[config.mk]
export PLATFORM = sky130hd
export DESIGN_NAME = branch_resolve_unit_flat
export DESIGN_NICKNAME = d
export VERILOG_FILES = /design/src/rtl/branch_resolve_unit_if.sv /design/src/rtl/branch_resolve_unit.sv /design/src/flat_wrapper.sv
export SDC_FILE = /design/constraint.sdc
export NUM_CORES = 1
export LEC_CHECK = 0
export BUFFER_PORTS_ARGS = -buffer_cell sky130_fd_sc_hd__buf_4
export CAP_MARGIN = 20
export CORE_ASPECT_RATIO = 1.5
export CORE_MARGIN = 1.5
export CORE_UTILIZATION = 45
export CTS_CLUSTER_DIAMETER = 60
export DETAILED_ROUTE_END_ITERATION = 6
export GPL_ROUTABILITY_DRIVEN = 0
export PLACE_DENSITY_LB_ADDON = 0.1
export SKIP_CTS_REPAIR_TIMING = 1
export SLEW_MARGIN = 15
export SYNTH_ARGS = -nofsm -noshare
export SYNTH_HDL_FRONTEND = slang
export SYNTH_SLANG_ARGS = --single-unit
[constraint.sdc]
create_clock -name clk -period 3.5 [get_ports clk]
set_input_delay 0.35 -clock clk [delete_from_list [all_inputs] [get_ports clk]]
set_output_delay 0.35 -clock clk [all_outputs]
set_load 0.03 [all_outputs]
[src/rtl/branch_resolve_unit_if.sv]
// Request/response bundle for branch_resolve_unit: branch operands in, resolved result out.
// master = producer/consumer side, slave = the resolve stage.
interface branch_resolve_unit_if #(
    parameter int XLEN = 32
);
    logic            in_valid;
    logic            in_ready;
    logic [XLEN-1:0] pc;
    logic [XLEN-1:0] A;
    logic [XLEN-1:0] B;
    logic [2:0]      func3;
    logic [XLEN-1:0] imm;
    logic            pred_taken_in;
    logic            out_valid;
    logic            out_ready;
    logic            taken;
    logic            mispredict;
    logic [XLEN-1:0] redirect_pc;
    logic            illegal;

    modport master (
        output in_valid, pc, A, B, func3, imm, pred_taken_in, out_ready,
        input  in_ready, out_valid, taken, mispredict, redirect_pc, illegal
    );

    modport slave (
        input  in_valid, pc, A, B, func3, imm, pred_taken_in, out_ready,
        output in_ready, out_valid, taken, mispredict, redirect_pc, illegal
    );
endinterface

[src/rtl/branch_resolve_unit.sv]
// RV32I branch resolve stage with registered, back-pressurable result and 2-bit BHT.
// Define BRANCH_RESOLVE_BHT_EN to build the branch history table; otherwise lookups predict not-taken.
module branch_resolve_unit #(
    parameter int XLEN      = 32,
    parameter int BHT_DEPTH = 16
) (
    input  logic                 clk,
    input  logic                 rst,
    input  logic                 flush,
    input  logic [XLEN-1:0]      lookup_pc,
    output logic                 lookup_taken,
    output logic [31:0]          mispred_cnt,
    branch_resolve_unit_if.slave bus
);
    localparam int IDX_W = $clog2(BHT_DEPTH);

    typedef enum logic {EMPTY, FULL} state_e;

    state_e          state_q, state_d;
    logic            taken_q, taken_d;
    logic            mispredict_q, mispredict_d;
    logic            illegal_q, illegal_d;
    logic [XLEN-1:0] redirect_pc_q, redirect_pc_d;
    logic [31:0]     mispred_cnt_q, mispred_cnt_d;

    logic            in_ready;
    logic            accept;
    logic            res_taken;
    logic            res_illegal;
    logic            res_mispredict;
    logic [XLEN-1:0] res_redirect;
    logic            unused_lookup;

    always_comb begin
        res_taken   = 1'b0;
        res_illegal = 1'b0;
        unique case (bus.func3)
            3'b000:  res_taken = (bus.A == bus.B);
            3'b001:  res_taken = (bus.A != bus.B);
            3'b100:  res_taken = ($signed(bus.A) <  $signed(bus.B));
            3'b101:  res_taken = ($signed(bus.A) >= $signed(bus.B));
            3'b110:  res_taken = (bus.A <  bus.B);
            3'b111:  res_taken = (bus.A >= bus.B);
            default: res_illegal = 1'b1;
        endcase
        res_mispredict = !res_illegal && (res_taken != bus.pred_taken_in);
        res_redirect   = res_taken ? (bus.pc + bus.imm) : (bus.pc + XLEN'(4));
    end

    assign in_ready = (state_q == EMPTY) || bus.out_ready;
    assign accept   = bus.in_valid && in_ready && !flush;

    always_comb begin
        state_d       = state_q;
        taken_d       = taken_q;
        mispredict_d  = mispredict_q;
        illegal_d     = illegal_q;
        redirect_pc_d = redirect_pc_q;
        mispred_cnt_d = mispred_cnt_q;
        if (flush) begin
            state_d = EMPTY;
        end else if (accept) begin
            state_d       = FULL;
            taken_d       = res_taken;
            mispredict_d  = res_mispredict;
            illegal_d     = res_illegal;
            redirect_pc_d = res_redirect;
            if (res_mispredict && (mispred_cnt_q != '1)) begin
                mispred_cnt_d = mispred_cnt_q + 32'd1;
            end
        end else if ((state_q == FULL) && bus.out_ready) begin
            state_d = EMPTY;
        end
    end

    always_ff @(posedge clk or posedge rst) begin
        if (rst) begin
            state_q       <= EMPTY;
            taken_q       <= 1'b0;
            mispredict_q  <= 1'b0;
            illegal_q     <= 1'b0;
            redirect_pc_q <= '0;
            mispred_cnt_q <= '0;
        end else begin
            state_q       <= state_d;
            taken_q       <= taken_d;
            mispredict_q  <= mispredict_d;
            illegal_q     <= illegal_d;
            redirect_pc_q <= redirect_pc_d;
            mispred_cnt_q <= mispred_cnt_d;
        end
    end

    assign bus.in_ready    = in_ready;
    assign bus.out_valid   = (state_q == FULL);
    assign bus.taken       = taken_q;
    assign bus.mispredict  = mispredict_q;
    assign bus.illegal     = illegal_q;
    assign bus.redirect_pc = redirect_pc_q;
    assign mispred_cnt     = mispred_cnt_q;

    // Only the index slice of lookup_pc feeds the table.
    assign unused_lookup = ^lookup_pc;

`ifdef BRANCH_RESOLVE_BHT_EN
    logic [1:0]       bht_q [BHT_DEPTH];
    logic [1:0]       bht_d [BHT_DEPTH];
    logic [IDX_W-1:0] upd_idx;

    assign upd_idx = bus.pc[IDX_W+1:2];

    // Reads the registered table, so a same-cycle update is seen only next cycle.
    assign lookup_taken = bht_q[lookup_pc[IDX_W+1:2]][1];

    always_comb begin
        bht_d = bht_q;
        if (accept && !res_illegal) begin
            if (res_taken && (bht_q[upd_idx] != 2'b11)) begin
                bht_d[upd_idx] = bht_q[upd_idx] + 2'b01;
            end else if (!res_taken && (bht_q[upd_idx] != 2'b00)) begin
                bht_d[upd_idx] = bht_q[upd_idx] - 2'b01;
            end
        end
    end

    always_ff @(posedge clk or posedge rst) begin
        if (rst) begin
            for (int unsigned i = 0; i < BHT_DEPTH; i++) begin
                bht_q[i] <= 2'b01;
            end
        end else begin
            bht_q <= bht_d;
        end
    end
`else
    logic [IDX_W-1:0] unused_idx;

    assign unused_idx   = lookup_pc[IDX_W+1:2];
    assign lookup_taken = 1'b0;
`endif
endmodule

[src/flat_wrapper.sv]
// flat-port wrapper written by rule: the top's interface ports become plain ports
module branch_resolve_unit_flat 
#(
    parameter int XLEN      = 32,
    parameter int BHT_DEPTH = 16
)
  (clk, rst, flush, lookup_pc, lookup_taken, mispred_cnt, bus_in_valid, bus_pc, bus_A, bus_B, bus_func3, bus_imm, bus_pred_taken_in, bus_out_ready, bus_in_ready, bus_out_valid, bus_taken, bus_mispredict, bus_redirect_pc, bus_illegal);
  branch_resolve_unit_if #(.XLEN(XLEN)) bus_i ();
  input  logic clk;
  input  logic rst;
  input  logic flush;
  input  logic [XLEN-1:0] lookup_pc;
  output logic lookup_taken;
  output logic [31:0] mispred_cnt;
  input wire logic [$bits(bus_i.in_valid)-1:0] bus_in_valid;
  input wire logic [$bits(bus_i.pc)-1:0] bus_pc;
  input wire logic [$bits(bus_i.A)-1:0] bus_A;
  input wire logic [$bits(bus_i.B)-1:0] bus_B;
  input wire logic [$bits(bus_i.func3)-1:0] bus_func3;
  input wire logic [$bits(bus_i.imm)-1:0] bus_imm;
  input wire logic [$bits(bus_i.pred_taken_in)-1:0] bus_pred_taken_in;
  input wire logic [$bits(bus_i.out_ready)-1:0] bus_out_ready;
  output wire logic [$bits(bus_i.in_ready)-1:0] bus_in_ready;
  output wire logic [$bits(bus_i.out_valid)-1:0] bus_out_valid;
  output wire logic [$bits(bus_i.taken)-1:0] bus_taken;
  output wire logic [$bits(bus_i.mispredict)-1:0] bus_mispredict;
  output wire logic [$bits(bus_i.redirect_pc)-1:0] bus_redirect_pc;
  output wire logic [$bits(bus_i.illegal)-1:0] bus_illegal;
  assign bus_i.in_valid = bus_in_valid;
  assign bus_i.pc = bus_pc;
  assign bus_i.A = bus_A;
  assign bus_i.B = bus_B;
  assign bus_i.func3 = bus_func3;
  assign bus_i.imm = bus_imm;
  assign bus_i.pred_taken_in = bus_pred_taken_in;
  assign bus_i.out_ready = bus_out_ready;
  assign bus_in_ready = bus_i.in_ready;
  assign bus_out_valid = bus_i.out_valid;
  assign bus_taken = bus_i.taken;
  assign bus_mispredict = bus_i.mispredict;
  assign bus_redirect_pc = bus_i.redirect_pc;
  assign bus_illegal = bus_i.illegal;
  branch_resolve_unit #(.XLEN(XLEN), .BHT_DEPTH(BHT_DEPTH)) u_core (.clk(clk), .rst(rst), .flush(flush), .lookup_pc(lookup_pc), .lookup_taken(lookup_taken), .mispred_cnt(mispred_cnt), .bus(bus_i));
endmodule
==> Word level (Yosys, flattened, before mapping) <==
Index checks and enable logic that the tools add are counted.
{ "totals": {"ff_bits": 68, "input_bits": 169, "out_inout_bits": 70, "wordCells": 42} }
{ "op_classes": {"addsub": 3, "n_lt_le_gt_ge": 4, "n_eq_ne": 9, "mux": 6, "bitwise": 2, "n_reduce_logical": 12} }
{ "ops": {"columns": ["op", "n"], "rows": [
  ["$ge 32x32->1", 2],
  ["$lt 32x32->1", 2],
  ["$add 32x1->32 const B", 1],
  ["$add 32x3->32 const B", 1],
  ["$add 32x32->32", 1],
  ["$eq 32x32->1", 1],
  ["$mux 32", 1],
  ["$ne 32x32->1", 1],
  ["$ne 32x32->1 const B", 1],
  ["$eq 3x3->1 const B", 4],
  ["$pmux 1 s6", 1],
  ["$reduce_or 6->1", 1],
  ["$logic_and 1x1->1", 5],
  ["$mux 1", 4],
  ["$eq 3x1->1 const B", 1],
  ["$logic_not 3->1", 1],
  ["$reduce_and 3->1", 1],
  ["$reduce_bool 3->1", 1],
  ["$not 1->1", 2],
  ["$reduce_and 2->1", 1],
  ["$logic_not 1->1", 1],
  ["$logic_or 1x1->1", 1],
  ["$ne 1x1->1", 1]
]} }

==> Longest topological paths before layout <==
Gate-level depths: netlist of the first run.
{ "logic_depth": {"word_depth": 6, "depth_mapped": 13} }

==> Least setup slack after synthesis of the first run <==
No wires, ideal clock.
{ "synth_timing": {"path_type": "in2reg", "startpoint": "input bus_B[5]", "endpoint": "register u_core.mispred_cnt_q[17] (netlist: u_core.mispred_cnt[17])", "setup_ns": 0.137, "arrival_time_ns": 2.896, "required_ns": 3.363, "setup_slack_ns": 0.467, "cell_stages": 13, "path_buffers": 1, "cell_sequence": "inv_1 > ha_1 > a21o_1 > a21o_1 > a21o_1 > a221o_1 > o21ai_2 > a21oi_2 > or4_4 > a31oi_4 > buf_6 > nor4_2 > xor2_1"} }
{ "synth_between": {"elab_chain_cells": 6, "word_cells_on_any_way": 11} }
{ "synth_lines": {"columns": ["element", "line_no", "rtl"], "rows": [
  ["start, declared", "flat_wrapper.sv:18", "input wire logic [$bits(bus_i.B)-1:0] bus_B;"],
  ["$ge 32x32->1, or another cell as far along", "branch_resolve_unit.sv:43", "3'b111: res_taken = (bus.A >= bus.B);"],
  ["$pmux 1 s6 *", "branch_resolve_unit.sv:37", "unique case (bus.func3)"],
  ["$ne 1x1->1 *", "branch_resolve_unit.sv:46", "res_mispredict = !res_illegal && (res_taken != bus.pred_taken_in);"],
  ["$logic_and 1x1->1 *", "branch_resolve_unit.sv:46", null],
  ["$logic_and 1x1->1 *", "branch_resolve_unit.sv:68", "if (res_mispredict && (mispred_cnt_q != '1)) begin"],
  ["$reduce_and 3->1 (no line) *", null, null],
  ["end signal, assigned", "branch_resolve_unit.sv:90", "mispred_cnt_q <= mispred_cnt_d;"],
  ["end, declared", "branch_resolve_unit.sv:24", "logic [31:0] mispred_cnt_q, mispred_cnt_d;"]
]} }
Every way passes the cells marked *; elsewhere a longest branch is shown, timed or not.
A chain may end at the register's enable or synchronous reset.

==> Worst setup path after layout of the first run <==
{ "layout_timing": {"startpoint": "input bus_B[29]", "endpoint": "register u_core.mispred_cnt_q[19] (netlist: u_core.mispred_cnt[19])"} }
Same word-level chain as after synthesis.

==> results.sh, run 1 <==
export IMPL_status="complete, but fails checks"
export IMPL_violations="DRC"
export IMPL_fin_setup_tns_ns=0
export IMPL_overflow=0
export IMPL_r2r_start="u_core.mispred_cnt[7]$_DFFE_PP0P_"
export IMPL_drv_slew=0
export IMPL_cpMostUsedCell="a21o_1"
export IMPL_crit_arrival_ns=3.23
export IMPL_fp_dieW_um=98.91
export IMPL_rsz0062_at_grt="false"
export IMPL_worst_slew_pin_slew_ns=0.8924
export IMPL_maxCapViolCount=0
export IMPL_grt_pass1_vias=6375
export IMPL_mappedNetlistArea_sq_mm=0.006208
export IMPL_drive_gt1_share_pct=28.42
export IMPL_hp_class="in2async"
export IMPL_crit_buf_inv=3
export IMPL_critPathKind="in2reg"
export IMPL_final_util_pct=61.33
export IMPL_grtUsageTotal_pct=24.64
export IMPL_worst_path_largest_cell_delay_ns=0.53
export IMPL_dpl_worst_slack_ns=0.1126
export IMPL_seqCellArea_sq_mm=0.001702
export IMPL_hpwl_um=14550
export IMPL_clkLatencyLatePin_ns=0.33
export IMPL_max_slew_margin_pct=40.44
export IMPL_max_vdd_ir_drop_v=0.0003091
export IMPL_clock_path_buffers=2
export IMPL_skew_ns=0.004383
export IMPL_drc_errors=10
export IMPL_post_route_period_util_pct=86.72
export IMPL_fill_cells=1241
export IMPL_wl_um=17790
export IMPL_period_needed_ns=3.035
export IMPL_async_flop_share_pct=100.0
export IMPL_ys_warn_count=0
export IMPL_synth_seq_area_share_pct=27.41
export IMPL_reg2regPathDepth=11
export IMPL_vias=6107
export IMPL_ys_ff_latch=68
export IMPL_max_freq_mhz=329.5
export IMPL_start_kind="primary input"
export IMPL_diodes=0
export IMPL_place_area_sq_mm=0.007988
export IMPL_avgSynthCellArea_sq_um=8.540
export IMPL_finalHoldViolations=0
export IMPL_initial_core_util_pct=46.10
export IMPL_num_io_pins=239
export IMPL_clock_sinks=68
export IMPL_syn2layout_area_growth_pct=33.05
export IMPL_die_area_sq_mm=0.01452
export IMPL_hold_slack_ns=0.1860
export IMPL_synth_edf_count=0
export IMPL_antenna_left=0
export IMPL_stdcell_area_sq_mm=0.008260
export IMPL_path_max_fanout=16
export IMPL_place_inst=1089
export IMPL_grt_max_degree=50
export IMPL_r2r_end="u_core.mispred_cnt[1]$_DFFE_PP0P_"
export IMPL_setup_slack_ns=0.4649
export IMPL_leakagePower_nw=4.174
export IMPL_setup_viol=0
export IMPL_root_buffer="clkbuf_16"
export IMPL_final_cell_mix="buf_4 (220), nand2_1 (83), dfrtp_1 (68), ha_1 (65), xor2_1 (49)"
export IMPL_fin_nets=1173
export IMPL_multiInputGateArea_sq_mm=0.004227
export IMPL_fp_row_count=52
export IMPL_cp_top_family="compound AO/OA/AOI/OAI gates"
export IMPL_synth_fp_nets=962
export IMPL_worstPathRequired_ns=3.70
export IMPL_cts_tree="built"
export IMPL_rrSetupSlack_ns=0.61
export IMPL_drt_iter0_markers=180
export IMPL_cp_end_kind="register"
export IMPL_path_clk_slew_ns=0.06
export IMPL_layout_commonest_cell="buf_4"
export IMPL_total_power_mw=3.071
export IMPL_vias_per_cell=5.527
export IMPL_grt_pass1_wl_um=28880
export IMPL_yosys_most_used_dff="dfrtp_1"
export IMPL_htreeDepth=3
export IMPL_wire_per_inst_um=16.10
export IMPL_numPortBuffers=205
export IMPL_grt_antenna_before_repair=0
export IMPL_die_h_um=146.9
export IMPL_path_cells="buf_4, inv_1, ha_1, a21o_1, a21o_1, a221oi_1, o21a_1, a21oi_2, or4_4, a31oi_4, buf_12, nor3_1, xor2_1"
export IMPL_cts_made_buffers=9
export IMPL_slowest_stage="or4_4"
export IMPL_core_area_sq_mm=0.01347
export IMPL_p_per_area_mw_per_mm2=371.7
export IMPL_ys_types=64
export IMPL_first_pass_iters=7
export IMPL_fin_cells=1105
export IMPL_synth_cells=727
==> sequential cells by signal (all words and copies together) (netlist names) <==
signal / flops
u_core.bus.illegal: 1
u_core.bus.redirect_pc: 32
u_core.bus.taken: 1
u_core.mispred_cnt: 32
u_core.bus.mispredict: 1
u_core.bus.out_valid: 1
==> worst max path at each step <==
stage | start | endpoint | slack, ns | depth (start not counted)
global route | bus_B[31] | u_core.mispred_cnt[20]$_DFFE_PP0P_ | 0.26 | 14
floorplan | bus_B[5] | u_core.mispred_cnt[17]$_DFFE_PP0P_ | 0.47 | 13
finish | bus_B[29] | u_core.mispred_cnt[19]$_DFFE_PP0P_ | 0.46 | 13
global placement | bus_B[29] | u_core.mispred_cnt[20]$_DFFE_PP0P_ | 0.20 | 13
CTS | bus_B[29] | u_core.mispred_cnt[19]$_DFFE_PP0P_ | 0.46 | 13
detailed placement | bus_B[29] | u_core.mispred_cnt[19]$_DFFE_PP0P_ | 0.11 | 13
==> where the power goes <==
| group | leakage (nW) | internal, mW | switching, mW |
|---|---|---|---|
| combinational | 3.16 | 0.533 | 0.713 |
| sequential | 0.887 | 0.894 | 0.0880 |
| clock | 0.129 | 0.497 | 0.346 |
==> cells by family (layout without fill, tap and decap cells) <==
group	Yosys count	count (layout)	synth area share, %
adders and majority gates	66	66	13.42
other	1	1	0.06040
muxes	27	27	4.393
DFF	68	68	27.41
AOI/OAI and AO/OA	148	148	15.12
buffers and inverters	66	282	4.555
xor gates and xnor gates	86	86	12.13
and+or+nand+nor	265	265	22.91
==> cell type report <==
class,count,area share [%]
multi-input combinational,593,51.17
inverter,44,2.015
timing repair buffer,222,20.48
sequential,68,20.60
clock buffer,12,2.984
clock inverter,4,0.3029
tap,162,2.454
==> synthesized netlist by cell type (3+ instances only) <==
master    count  area (sq um)
nand2b_1      5         31.28
nor2b_1       5         31.28
nand3_1      35         175.2
mux2i_1      25         250.2
o211ai_1      4         30.03
or2_2         3         18.77
o21a_1        5         37.54
nand2_1      84         315.3
nor4_2       15         187.7
xor2_1       49         429.2
inv_1        44         165.2
ha_1         65         813.3
and4_1        7         61.31
o21bai_1      3         22.52
a21oi_1      39         195.2
and3_1       14         87.58
dfrtp_1      68          1702
nand4_1      19         118.9
a31oi_1       6         37.54
buf_2         4         20.02
buf_4         4         30.03
and2_1        3         18.77
nor3_1       26         130.1
xnor2_1      37         324.1
nor2_1       37         138.9
a21o_1       14         105.1
o21ai_0      45         225.2
a211oi_1      9         67.56
clkbuf_1     10         37.54
==> layer usage <==
metal	routed length (um)	track usage [%]	part of all wire (%)
met3	781	3.473	4.4
met5	0	0	0
met1	6724	26.01	38
met4	697	12.21	3.9
met2	9590	46.83	54
No activity file was read; power rests on OpenSTA's default activity.
==> run 2, diff against run 1 <==
CORE_ASPECT_RATIO = not set   (was 1.5)
==> run 2 against run 1 <==
The run now ends clean. Routed wire length decreased by 5.2%. Power increased by 3.1%. Clock skew increased by 0.0056 ns. Global-route usage decreased by 1.2 points. Sequential power about the same. Register-to-register slack improved by 0.12 ns. Largest power group unchanged. Flip-flop and latch count unchanged. Worst hold slack got worse by 0.17 ns. Via count decreased by 0.77%.
==> results.sh, run 2 (synthesized netlist as in run 1, its figures left out) <==
export IMPL_hpwl_um=13470
export IMPL_grt_pass1_vias=6039
export IMPL_worst_path_largest_cell_delay_ns=0.52
export IMPL_wl_um=16880
export IMPL_overflow=0
export IMPL_critPathKind="in2reg"
export IMPL_crit_buf_inv=1
export IMPL_start_kind="primary input"
export IMPL_p_per_area_mw_per_mm2=380.4
export IMPL_max_freq_mhz=329.0
export IMPL_diodes=0
export IMPL_fp_row_count=42
export IMPL_status="completed"
export IMPL_p_switching_mw=1.180
export IMPL_fill_cells=1215
export IMPL_cts_tree="built"
export IMPL_p_seq_share_pct=30.9
export IMPL_rrSetupSlack_ns=0.73
export IMPL_drv_slew=0
export IMPL_syn2layout_area_growth_pct=34.02
export IMPL_comb_power_share_pct=38.9
export IMPL_htreeDepth=3
export IMPL_fp_dieW_um=120.5
export IMPL_antenna_left=0
export IMPL_path_clk_slew_ns=0.06
export IMPL_startpoint="bus_pc[3]"
export IMPL_clkLatencyLatePin_ns=0.34
export IMPL_r2r_end="u_core.mispred_cnt[19]$_DFFE_PP0P_"
export IMPL_dpl_worst_slack_ns=0.1968
export IMPL_slowest_stage="a211oi_1"
export IMPL_num_io_pins=239
export IMPL_root_buffer="clkbuf_16"
export IMPL_clock_sinks=68
export IMPL_numPortBuffers=205
export IMPL_final_util_pct=62.34
export IMPL_cts_made_buffers=9
export IMPL_internal_power_mw=1.985
export IMPL_first_pass_iters=5
export IMPL_worstPathRequired_ns=3.78
export IMPL_hp_class="in2async"
export IMPL_skew_ns=0.009978
export IMPL_final_cell_mix="buf_4 (221), nand2_1 (83), dfrtp_1 (68), ha_1 (65), xor2_1 (49)"
export IMPL_swShare_pct=37.28
export IMPL_grt_pass1_wl_um=27630
export IMPL_path_max_fanout=5
export IMPL_period_needed_ns=3.039
export IMPL_crit_end="u_core.bus.redirect_pc[31]$_DFFE_PP0P_"
export IMPL_drive_gt1_share_pct=28.71
export IMPL_maxCapViolCount=0
export IMPL_vias=6060
export IMPL_max_vdd_ir_drop_v=0.0002249
export IMPL_setup_slack_ns=0.4608
export IMPL_clock_path_buffers=2
export IMPL_drc_errors=0
export IMPL_stdcell_area_sq_mm=0.008320
export IMPL_grt_max_degree=40
export IMPL_grtUsageTotal_pct=23.42
export IMPL_path_cells="buf_4, ha_1, o21ai_0, o21bai_1, o211ai_1, a211oi_1, nor2_1, o31ai_1, a21oi_1, o21a_1, or4b_1, nand3_1"
export IMPL_leakagePower_nw=4.202
export IMPL_reg2regPathDepth=11
export IMPL_setup_viol=0
export IMPL_cp_top_family="compound AO/OA/AOI/OAI gates"
export IMPL_max_slew_margin_pct=49.76
export IMPL_fin_setup_tns_ns=0
export IMPL_die_area_sq_mm=0.01451
export IMPL_hold_slack_ns=0.01332
export IMPL_layout_commonest_cell="buf_4"
export IMPL_r2r_start="u_core.mispred_cnt[7]$_DFFE_PP0P_"
export IMPL_core_area_sq_mm=0.01335
export IMPL_clockPowerShare_pct=30.2
export IMPL_place_area_sq_mm=0.008013
export IMPL_vias_per_cell=5.411
export IMPL_post_route_period_util_pct=86.83
export IMPL_worst_slew_pin_slew_ns=0.7508
export IMPL_crit_arrival_ns=3.32
export IMPL_fin_nets=1174
export IMPL_wire_per_inst_um=15.07
export IMPL_cp_num_cells=12
export IMPL_cp_end_kind="register"
export IMPL_rsz0062_at_grt="false"
export IMPL_initial_core_util_pct=46.51
export IMPL_die_h_um=120.5
export IMPL_grt_antenna_before_repair=0
export IMPL_drt_iter0_markers=309
export IMPL_finalHoldViolations=0
-- run 2: cell types whose count changed in the layout (fill, tap and decap cells not counted), sizes merged --
cell / change
clkbuf: -3
bufinv: +1
clkinvlp: -2
inv: +4
buf: +1
-- run 2: final cells by class --
class                      count  area, sq um  area share (%)
sequential                    68         1702           20.45
clock inverter                 7        82.58          0.9925
inverter                      44        165.2           1.985
tap                          176        220.2           2.647
clock buffer                   9        225.2           2.707
multi-input combinational    593         4227           50.80
timing repair buffer         223         1699           20.42
-- run 2: worst register-to-register path, stage by stage, from the launching register on --
cell,delay [ns]
dfrtp_1,0.42
and3_1,0.25
and4_1,0.24
nand2_1,0.09
nor2_1,0.16
nand2_1,0.15
nor3_1,0.26
nand2_1,0.13
nor3_2,0.43
buf_4,0.28
nor3_1,0.08
xor2_1,0.15
-- run 2: how the worst min path moves through the flow --
stage	to	slack [ns]	depth (start not counted)
floorplan	u_core.bus.out_valid$_DFFE_PP0P_	0.42	1
global route	u_core.bus.redirect_pc[27]$_DFFE_PP0P_	0.04	2
CTS	u_core.bus.redirect_pc[26]$_DFFE_PP0P_	0.02	2
finish	u_core.bus.redirect_pc[25]$_DFFE_PP0P_	0.01	2
global placement	u_core.bus.redirect_pc[27]$_DFFE_PP0P_	0.37	2
detailed placement	u_core.bus.redirect_pc[27]$_DFFE_PP0P_	0.38	2
-- run 2: power groups by stage --
stage	Combinational [mW]	Sequential, mW	Clock, mW
2_1_floorplan	0.549	1.19	0
3_3_place_gp	1.21	0.987	0
3_5_place_dp	1.24	0.991	0
4_1_cts	1.24	0.980	0.984
5_1_grt	1.34	0.996	1.01
6_report	1.23	0.979	0.955
-- run 2: per-stage QoR --
step           total power, mW  cells
6_report                 3.165   1120
5_1_grt                  3.348   1120
4_1_cts                  3.204   1120
3_5_place_dp             2.227   1104
3_3_place_gp             2.200   1104
2_1_floorplan            1.743    727
-- run 2: metal layers --
metal	up-vias	wire, um	global-route usage (%)
met5	-	0	0
met4	0	304	7.574
met3	23	936	3.632
met2	178	8518	42.05
met1	2823	7117	28.62
li1	3036	-	-
